## config.mk

```make
export PLATFORM = sky130hd
export DESIGN_NAME = sipo_deserializer
export DESIGN_NICKNAME = d
export VERILOG_FILES = /design/src/rtl/sipo_pkg.sv /design/src/rtl/sipo_word_buf.sv /design/src/rtl/sipo_deserializer.sv
export SDC_FILE = /design/constraint.sdc
export NUM_CORES = 1
export LEC_CHECK = 0
export CORE_AREA = 3 3 47 49
export DETAILED_ROUTE_END_ITERATION = 10
export DIE_AREA = 0 0 50 52
export PLACE_DENSITY = 0.7
export SYNTH_ARGS = -nofsm -noshare
export SYNTH_HDL_FRONTEND = slang
export SYNTH_SLANG_ARGS = --single-unit
```

## constraint.sdc

```tcl
create_clock -name clk -period 2.55 [get_ports clk]
set_input_delay 0.765 -clock clk [delete_from_list [all_inputs] [get_ports clk]]
set_output_delay 0.765 -clock clk [all_outputs]
set_load 0.03 [all_outputs]
```

## src/rtl/sipo_pkg.sv

```systemverilog
// Shared constants and helpers for the serial-in/parallel-out deserializer family.
package sipo_pkg;

  localparam int SIPO_MAX_WIDTH = 64;

  // Counter width for a w-bit word, never narrower than one bit.
  function automatic int cnt_width(input int w);
    int c;
    c = $clog2(w);
    return (c < 1) ? 1 : c;
  endfunction

endpackage

```

## src/rtl/sipo_word_buf.sv

```systemverilog
// One-entry valid/ready word register: load wins over drain, so a load in the drain cycle replaces the word.
// Loaded word is visible the cycle after load; the word is held stable until p_ready drains it.
module sipo_word_buf #(
  parameter int WIDTH = 8
) (
  input  logic             clk,
  input  logic             rst,
  input  logic             load,
  input  logic [WIDTH-1:0] load_dat,
  output logic [WIDTH-1:0] p_out,
  output logic             p_valid,
  input  logic             p_ready
);

  always_ff @(posedge clk) begin
    if (rst) begin
      p_out   <= '0;
      p_valid <= 1'b0;
    end else if (load) begin
      p_out   <= load_dat;
      p_valid <= 1'b1;
    end else if (p_valid && p_ready) begin
      p_valid <= 1'b0;
    end
  end

endmodule

```

## src/rtl/sipo_deserializer.sv

```systemverilog
// Collects WIDTH serial bits into a word; completed word is visible the cycle after its last bit.
// Only the final bit of a word is stalled (s_ready=0) while the output buffer is full and not draining.
module sipo_deserializer
  import sipo_pkg::*;
#(
  parameter int WIDTH     = 8,
  parameter bit MSB_FIRST = 1'b1,
  localparam int CW       = cnt_width(WIDTH)
) (
  input  logic             clk,
  input  logic             rst,
  input  logic             clr,
  input  logic             s_in,
  input  logic             s_valid,
  output logic             s_ready,
  output logic [WIDTH-1:0] p_out,
  output logic             p_valid,
  input  logic             p_ready,
  output logic [CW-1:0]    bit_cnt
);

  if (WIDTH < 2 || WIDTH > SIPO_MAX_WIDTH) begin : g_bad_width
    $error("sipo_deserializer: WIDTH %0d outside 2..%0d", WIDTH, SIPO_MAX_WIDTH);
  end

  localparam logic [CW-1:0] LAST = CW'(WIDTH - 1);

  logic [WIDTH-1:0] sh;
  logic [WIDTH-1:0] sh_next;
  logic [CW-1:0]    cnt;
  logic             last_bit;
  logic             accept;
  logic             complete;

  if (MSB_FIRST) begin : g_msb
    assign sh_next = {sh[WIDTH-2:0], s_in};
  end else begin : g_lsb
    assign sh_next = {s_in, sh[WIDTH-1:1]};
  end

  assign last_bit = (cnt == LAST);
  // Only the completing bit can overrun the buffer, so only it is held off.
  assign s_ready  = !(last_bit && p_valid && !p_ready);
  assign accept   = s_valid && s_ready && !clr;
  assign complete = accept && last_bit;
  assign bit_cnt  = cnt;

  always_ff @(posedge clk) begin
    if (rst || clr) begin
      sh  <= '0;
      cnt <= '0;
    end else if (accept) begin
      sh  <= sh_next;
      cnt <= last_bit ? '0 : cnt + 1'b1;
    end
  end

  sipo_word_buf #(
    .WIDTH(WIDTH)
  ) u_word_buf (
    .clk     (clk),
    .rst     (rst),
    .load    (complete),
    .load_dat(sh_next),
    .p_out   (p_out),
    .p_valid (p_valid),
    .p_ready (p_ready)
  );

endmodule

```

==> run summary, run 1 <==
Arr. time, crit path: 1570 ps
CP max FO: 2
Setup TNS: 0 ps
Non-Filler Instances: 129
worst min path class: flip-flop to flip-flop
Post-synth top flop: dfxtp_1
final core utilization: 55.33%
RD Place Congestion: 0.6934
vias in the first global route: 604
Worst Path Required: 1790 ps
worst vdd ir: 0.2730 mV
DRC viols: 0
final hold vios: 0
synthesized flop and latch total: 19
I/O pins: 19
initial antenna violation count: 0
Post-Synth Simple-Gate Area: 23.99%
CTS buffer count: 3
number of buffers added to fix hold violations after cts: 0
Post-Syn Area: 808.3 µm²
Synth Instances: 80
clk_lat worst skew: 290 ps
Worst Tran Pin Value: 336.1 ps
clock-pin transition on the worst setup and hold timing paths: 100 ps
largest family of logic cells by synthesized area: simple AND/OR/NAND/NOR gates
die area: 0.002600 mm²
Initial DRC Count: 6
antenna-violating nets left: 0
post-CTS sizing: 0
adder-cell share of the synthesized area: 3.096%
Clock Skew: 2.156 ps
Sink Count: 19
Layout area overhead: 30.19%
most numerous cell in the Yosys netlist: dfxtp_1
RSZ-0062 raised after global routing: no
placed instance area: 0.001026 mm²
die width: 50 µm
placed wire-length estimate: 1010 µm
first-pass GRT wire length: 2525 µm
share of cells above drive strength 1: 9.804%
Final Net Count: 111
synth unique cells: 16
vias: 598
mux contribution to synthesized area: 21.05%
Port Buf Inserts: 18
Clock Tree Buf Depth: 2
global-route usage over all layers: 13.00%
Avg Cell Area, Syn: 10.10 µm²
EDFF count, synth: 0
CTS root buf: clkbuf_4
CTS tree: done
Crit Path Class: input pin to primary output
Syn Nets: 88
Area contributors post-synth: dfxtp_1 47%, mux2i_1 21%, nand2b_1 13%
Pleak: 0.4054 nW
H-tree levels: 1
FFs w/ async S/R, synth: 0%
DR pass1 iterations: 4
Max Freq: 0.4275 GHz
Max-Cap Viols: 0
Tcrit/Tclk final: 91.73%
WL final: 1339 µm
crit path capture type: primary output
Yosys warnings: 0
Rows: 16
Hold WS: 473.7 ps
crit path time final: 2339 ps
Final Max Slew Viols: 0
largest net degree at the start of global routing: 19
Synth Area in XOR/XNOR: 0%
n_diodes: 0
Placed Instances: 125
Pwr Density: 461.0 mW/mm²
wire per inst: 10.38 µm
Vias/cell: 4.636
max_slew headroom: 77.51%
Final setup viols: 0
register area share after synthesis: 47.06%
synth cell count leaders: 19 x dfxtp_1, 17 x mux2i_1, 17 x nand2b_1
area leader, netlist: dfxtp_1
total gr overflow: 0
postcts setup bufs: 0
chip height: 52 µm
Worst setup SP type: input pin
cell area after layout: 0.001052 mm²
Synth top area share: 47.06%
initial core utilization: 42.50%
Synth Area in Compound Gates: 1.858%
run status: complete, no violations
core area: 0.001902 mm²
per-stage QoR:
stage | setup WS, ps | total power, mW
6_report | 210.8 | 0.4851
5_1_grt | 186.1 | 0.5125
4_1_cts | 199.4 | 0.4925
3_5_place_dp | 198.9 | 0.3441
3_3_place_gp | 251.7 | 0.3437
2_1_floorplan | 589.2 | 0.3282
sequential cells by signal (all words and copies together) (netlist names):
signal and cells:
bit_cnt 3, u_word_buf.p_out 8, sh 7, u_word_buf.p_valid 1
report_power, final:
part	internal [mW]	total (mW)	leakage (nW)	switching, mW
clock	0.0608	0.148	0.0150	0.0874
sequential	0.298	0.299	0.153	0.00128
combinational	0.0209	0.0375	0.237	0.0166
total	0.380	0.485	0.405	0.105
logic make-up (layout without fill, tap and decap cells):
kind of cell               Yosys count  in the layout
and+or+nand+nor                     36             36
DFF                                 19             19
muxes                               17             17
buffers and inverters                4             26
adders and majority gates            2              2
AOI/OAI and AO/OA                    2              2
layer usage:
layer  GRT usage [%]  vias up  share of wire, %
li1                -      312                 -
met1           14.71      271                45
met2           21.52       13                50
met3           4.298        2               3.4
met4           6.912        0              0.82
met5               0        -                 0
path summary, 6_finish.rpt:
kind	start	end	slack [ps]	cells past startpoint
max	p_ready	s_ready	210	3
min	u_word_buf.p_out[4]	u_word_buf.p_out[4]	470	2
max reg2reg	bit_cnt[0]	bit_cnt[0]	1000	5
min reg2reg	u_word_buf.p_out[4]	u_word_buf.p_out[4]	470	2
cell type report:
cell class	instances	area, µm²
Clock buffer	4	26.28
Fill cell	177	849.6
Multi-Input combinational cell	57	404.1
Sequential cell	19	380.4
Tap cell	27	33.78
Timing Repair Buffer	22	207.7
worst max-delay path: stages:
cell             delay (ps)
clkdlybuf4s50_1         410
nand3b_1                200
buf_4                   200
cell usage in the layout, fill, tap and decap left out:
master / instances
nand3b_1: 1
mux2i_1: 17
nand2_1: 13
nor2b_2: 1
nand2b_1: 17
nand2_2: 1
dfxtp_1: 19
clkbuf_1: 1
ha_1: 2
clkdlybuf4s50_1: 17
a21oi_1: 1
nor4_1: 1
clkbuf_4: 3
a32o_1: 1
buf_4: 5
and3_1: 1
nor2_1: 1
(Power assumes the default switching activity.)
==> run 2: changes to the inputs <==
- CORE_AREA: 3 3 47 49 -> 3 3 45 47
- DIE_AREA: 0 0 50 52 -> 0 0 48 50
- PLACE_DENSITY: 0.7 -> 0.76
- SLEW_MARGIN: not set -> 20
==> run 2 against run 1 <==
Flip-flop and latch count is the same. Core utilization grew 6.2 points. Sequential power is essentially flat. Combinational power grew 1%. Wire length grew 3.1%. Clock skew grew 5.7 ps. Global-route usage grew 1.4 points. Critical path depth is the same. Register-to-register slack is essentially flat. First-iteration DRC count is the same. Fmax grew 0.27%. Critical path type unchanged.
==> run summary, run 2 (synthesized netlist as in run 1, its figures left out) <==
RSZ-0062 raised after global routing: no (unchanged)
initial core utilization: 47.85% (was 42.50%)
initial antenna violation count: 0 (unchanged)
Clock Skew: 7.878 ps (was 2.156 ps)
largest net degree at the start of global routing: 19 (unchanged)
vias in the first global route: 610 (was 604)
Layout area overhead: 28.64% (was 30.19%)
CTS root buf: clkbuf_4 (unchanged)
run status: complete, no violations (unchanged)
Initial DRC Count: 6 (unchanged)
wire per inst: 11.61 µm (was 10.38 µm)
CTS tree: done (unchanged)
global-route usage over all layers: 14.42% (was 13.00%)
core area: 0.001689 mm² (was 0.001902 mm²)
hold path depth: 2 (unchanged)
number of buffers added to fix hold violations after cts: 0 (unchanged)
DRC viols: 0 (unchanged)
commonest non-fill, non-tap cell in the layout: dfxtp_1 (unchanged)
Non-Filler Instances: 119 (was 129)
worst vdd ir: 0.2411 mV (was 0.2730 mV)
H-tree levels: 1 (unchanged)
CP max FO: 2 (unchanged)
crit path capture type: primary output (unchanged)
WL final: 1381 µm (was 1339 µm)
total gr overflow: 0 (unchanged)
vias: 601 (was 598)
Filler Cells Inserted: 164 (was 177)
Pleak: 0.4054 nW (unchanged)
Pwr Density: 461.9 mW/mm² (was 461.0 mW/mm²)
Arr. time, crit path: 1570 ps (about the same)
postcts setup bufs: 0 (unchanged)
Max Freq: 0.4286 GHz (was 0.4275 GHz)
Final setup viols: 0 (unchanged)
Rows: 15 (was 16)
post-route setup slack: 217.1 ps (was 210.8 ps)
placed wire-length estimate: 1036 µm (was 1010 µm)
Max-Cap Viols: 0 (unchanged)
chip height: 50 µm (was 52 µm)
Crit Path Class: input pin to primary output (unchanged)
Worst Path Required: 1790 ps (about the same)
die area: 0.002400 mm² (was 0.002600 mm²)
clk_lat worst skew: 280 ps (was 290 ps)
RD Place Congestion: 0.7279 (was 0.6934)
final hold vios: 0 (unchanged)
Placed Instances: 115 (was 125)
Global Route met2 Usage: 23.13% (was 21.52%)
gr busiest metal: met2 (unchanged)
die width: 48 µm (was 50 µm)
met3 usage: 3.650% (was 4.298%)
Sink Count: 19 (unchanged)
first-pass GRT wire length: 2504 µm (was 2525 µm)
Hold WS: 476.1 ps (was 473.7 ps)
Worst Tran Pin Value: 325.3 ps (was 336.1 ps)
Port Buf Inserts: 18 (unchanged)
Worst setup SP type: input pin (unchanged)
clock-pin transition on the worst setup and hold timing paths: 90 ps (was 100 ps)
Reg2Reg Depth: 5 (unchanged)
crit path time final: 2333 ps (was 2339 ps)
Setup TNS: 0 ps (unchanged)
share of cells above drive strength 1: 9.804% (unchanged)
most frequent cells in the layout: 19 x dfxtp_1, 17 x mux2i_1, 17 x nand2b_1, 17 x clkdlybuf4s50_1, 13 x nand2_1 (unchanged)
reg-to-reg slack, setup: 1010 ps (was 1000 ps)
DR pass1 iterations: 4 (unchanged)
n_diodes: 0 (unchanged)
cell area after layout: 0.001040 mm² (was 0.001052 mm²)
Vias/cell: 5.050 (was 4.636)
antenna-violating nets left: 0 (unchanged)
worst min path class: flip-flop to flip-flop (unchanged)
max_slew headroom: 78.25% (was 77.51%)
Final Max Slew Viols: 0 (unchanged)
Biggest register: u_word_buf.p_out (unchanged)
Tcrit/Tclk final: 91.49% (was 91.73%)
placed instance area: 0.001013 mm² (was 0.001026 mm²)
met1 Use GR: 17.78% (was 14.71%)
Largest register FFs: 8 (unchanged)
Clock Tree Buf Depth: 2 (unchanged)
CTS buffer count: 3 (unchanged)
I/O pins: 19 (unchanged)
post-CTS sizing: 0 (unchanged)
Final Net Count: 111 (unchanged)
worst slack, placed: 217.7 ps (was 198.9 ps)
run 2: area by class of cell:
class / instances / area (µm²) / area share, %
repair buffers: 22 / 207.7 / 19.98
flip-flops and latches: 19 / 380.4 / 36.58
well taps: 17 / 21.27 / 2.046
multi-input cells: 57 / 404.1 / 38.87
clock buffers: 4 / 26.28 / 2.527
run 2: metrics by stage:
stage               util (%)  power (mW)
finish                 61.56      0.4803
global route           61.56      0.5063
CTS                    61.56      0.4876
detailed placement     60.00      0.3445
global placement       60.00      0.3436
floorplan                  -      0.3282
run 2: power by group:
group / total [mW] / internal (mW) / switching [mW]
sequential: 0.299 / 0.298 / 0.00148
clock: 0.143 / 0.0607 / 0.0822
combinational: 0.0379 / 0.0210 / 0.0169
total: 0.480 / 0.380 / 0.101
run 2: worst paths after layout:
path | startpoint | endpoint
hold reg to reg | u_word_buf.p_out[1] | u_word_buf.p_out[1]
setup / recovery | p_ready | s_ready
setup reg to reg | bit_cnt[0] | bit_cnt[0]
hold / removal | u_word_buf.p_out[1] | u_word_buf.p_out[1]
run 2: worst max-delay path: stages:
cell and delay [ps]:
clkdlybuf4s50_1 420, nand3b_1 190, buf_4 190
run 2: layer usage:
layer | share of wire, % | vias to the layer above
met4 | 1.0 | 0
li1 | - | 314
met1 | 46 | 273
met5 | 0 | -
met2 | 49 | 12
met3 | 3.8 | 2
==> run 3: changes to the inputs <==
==> constraint.sdc (replaced) <==
create_clock -name clk -period 2.55 [get_ports clk]
set_input_delay 0.255 -clock clk [delete_from_list [all_inputs] [get_ports clk]]
set_output_delay 0.255 -clock clk [all_outputs]
set_load 0.03 [all_outputs]
==> run 3 against run 2 <==
Sequential share of layout area increased by 0.67 points. Setup slack better by 170 ps. Wire length down 0.87%. Clock skew barely moved. Count of clock-buffer cells in the layout is 1 lower. Total power up 0.41%. Global-route usage shrank 0.71 points. Worst hold slack lost 3.5 ps. First-iteration DRC count decreased by 67%.
==> run summary, run 3 (synthesized netlist as in run 1, its figures left out) <==
run status: complete, no violations (unchanged)
Placed Instances: 112 (was 115)
hold path depth: 2 (unchanged)
wire per inst: 11.80 µm (was 11.61 µm)
CTS root buf: clkbuf_4 (unchanged)
worst reg2reg path startpoint: bit_cnt[0] (unchanged)
WL final: 1369 µm (was 1381 µm)
vias: 596 (was 601)
Max Freq: 0.4624 GHz (was 0.4286 GHz)
total gr overflow: 0 (unchanged)
Initial DRC Count: 2 (was 6)
vias in the first global route: 616 (was 610)
final hold vios: 0 (unchanged)
FF+latch area: 380.4 µm² (unchanged)
die area: 0.002400 mm² (unchanged)
RD Place Congestion: 0.7361 (was 0.7279)
Worst Hold End: sh[6] (was u_word_buf.p_out[1])
crit path time final: 2162 ps (was 2333 ps)
commonest non-fill, non-tap cell in the layout: dfxtp_1 (unchanged)
RSZ-0062 raised after global routing: no (unchanged)
share of cells above drive strength 1: 7.071% (was 9.804%)
n_diodes: 0 (unchanged)
worst min path class: flip-flop to flip-flop (unchanged)
CTS tree: done (unchanged)
Layout area overhead: 26.32% (was 28.64%)
Final setup viols: 0 (unchanged)
placed wire-length estimate: 996.3 µm (was 1036 µm)
Reg2Reg Depth: 5 (unchanged)
Filler Cells Inserted: 145 (was 164)
post-CTS sizing: 0 (unchanged)
Biggest register: u_word_buf.p_out (unchanged)
Clock Tree Buf Depth: 2 (unchanged)
Setup TNS: 0 ps (unchanged)
crit path capture type: primary output (unchanged)
postcts setup bufs: 0 (unchanged)
Port Buf Inserts: 18 (unchanged)
initial core utilization: 47.85% (unchanged)
H-tree levels: 1 (unchanged)
antenna-violating nets left: 0 (unchanged)
CTS buffer count: 3 (unchanged)
Vias/cell: 5.138 (was 5.050)
Worst Tran Pin Value: 789.7 ps (was 325.3 ps)
Worst setup SP type: flip-flop (was input pin)
global-route usage over all layers: 13.71% (was 14.42%)
Arr. time, crit path: 1910 ps (was 1570 ps)
die width: 48 µm (unchanged)
Largest register FFs: 8 (unchanged)
first-pass GRT wire length: 2421 µm (was 2504 µm)
Final Net Count: 108 (was 111)
Worst Path Required: 2300 ps (was 1790 ps)
Crit Path Class: flip-flop to primary output (was input pin to primary output)
Hold Crit Start: sh[6] (was u_word_buf.p_out[1])
cell area after layout: 0.001021 mm² (was 0.001040 mm²)
Rows: 15 (unchanged)
Sink Count: 19 (unchanged)
I/O pins: 19 (unchanged)
clk_lat worst skew: 290 ps (was 280 ps)
placed instance area: 993.5 µm² (was 0.001013 mm²)
Final Max Slew Viols: 0 (unchanged)
reg-to-reg slack, setup: 990 ps (was 1010 ps)
largest net degree at the start of global routing: 19 (unchanged)
Power Total: 482.2 µW (was 480.3 µW)
CP max FO: 4 (was 2)
Tcrit/Tclk final: 84.80% (was 91.49%)
DRC viols: 0 (unchanged)
Max-Cap Viols: 0 (unchanged)
number of buffers added to fix hold violations after cts: 0 (unchanged)
Pwr Density: 472.3 mW/mm² (was 461.9 mW/mm²)
DR pass1 iterations: 3 (was 4)
worst vdd ir: 0.2743 mV (was 0.2411 mV)
Clock Skew: 7.733 ps (was 7.878 ps)
Pleak: 0.3927 nW (was 0.4054 nW)
core area: 0.001689 mm² (unchanged)
area of the multi-input gates: 404.1 µm² (unchanged)
max_slew headroom: 47.16% (was 78.25%)
clock-pin transition on the worst setup and hold timing paths: 110 ps (was 90 ps)
initial antenna violation count: 0 (unchanged)
Non-Filler Instances: 116 (was 119)
chip height: 50 µm (unchanged)
most frequent cells in the layout: 19 x dfxtp_1, 18 x clkdlybuf4s50_1, 17 x mux2i_1, 17 x nand2b_1, 13 x nand2_1 (was 19 x dfxtp_1, 17 x mux2i_1, 17 x nand2b_1, 17 x clkdlybuf4s50_1, 13 x nand2_1)
Worst R2R End: bit_cnt[0] (unchanged)
## run 3: where the power goes
part	internal (mW)	switching (mW)	leakage (nW)
clock network	0.0583	0.0889	0.0177
logic	0.0190	0.0166	0.222
registers	0.298	0.00131	0.153
total	0.375	0.107	0.393
## run 3: worst max path at each step
stage | from | endpoint | slack, ps | depth (start not counted)
finish | bit_cnt[0] | s_ready | 390 | 4
global route | bit_cnt[0] | s_ready | 320 | 4
CTS | bit_cnt[0] | s_ready | 380 | 4
detailed placement | p_ready | s_ready | 730 | 3
global placement | p_ready | s_ready | 770 | 3
floorplan | bit_cnt[0] | bit_cnt[0] | 710 | 5
## run 3: cell type report
cell class | instances | area share (%)
Clock buffer | 3 | 2.206
Clock inverter | 1 | 0.4902
Multi-Input combinational cell | 57 | 39.58
Sequential cell | 19 | 37.25
Tap cell | 17 | 2.083
Timing Repair Buffer | 19 | 18.38
## run 3: per-layer routing
metal	vias up	routed length, µm	GRT usage [%]
met1	268	666	16.63
li1	305	-	-
met2	17	618	21.81
met5	-	0	0
met3	6	52	3.650
met4	0	32	5.830
## run 3: through the flow
stage               utilization (%)  setup WS [ps]  hold slack (ps)
floorplan                         -          708.3            380.8
global placement              58.81          770.4            448.9
detailed placement            58.81          731.9            457.6
CTS                           60.44          384.7            472.2
global route                  60.44          319.6            497.1
finish                        60.44          387.5            472.6
## run 3: critical path: stages (launching register included)
cell             delay [ps]
dfxtp_1                 360
ha_1                    210
ha_1                    210
nand3b_1                150
clkdlybuf4s50_1         690
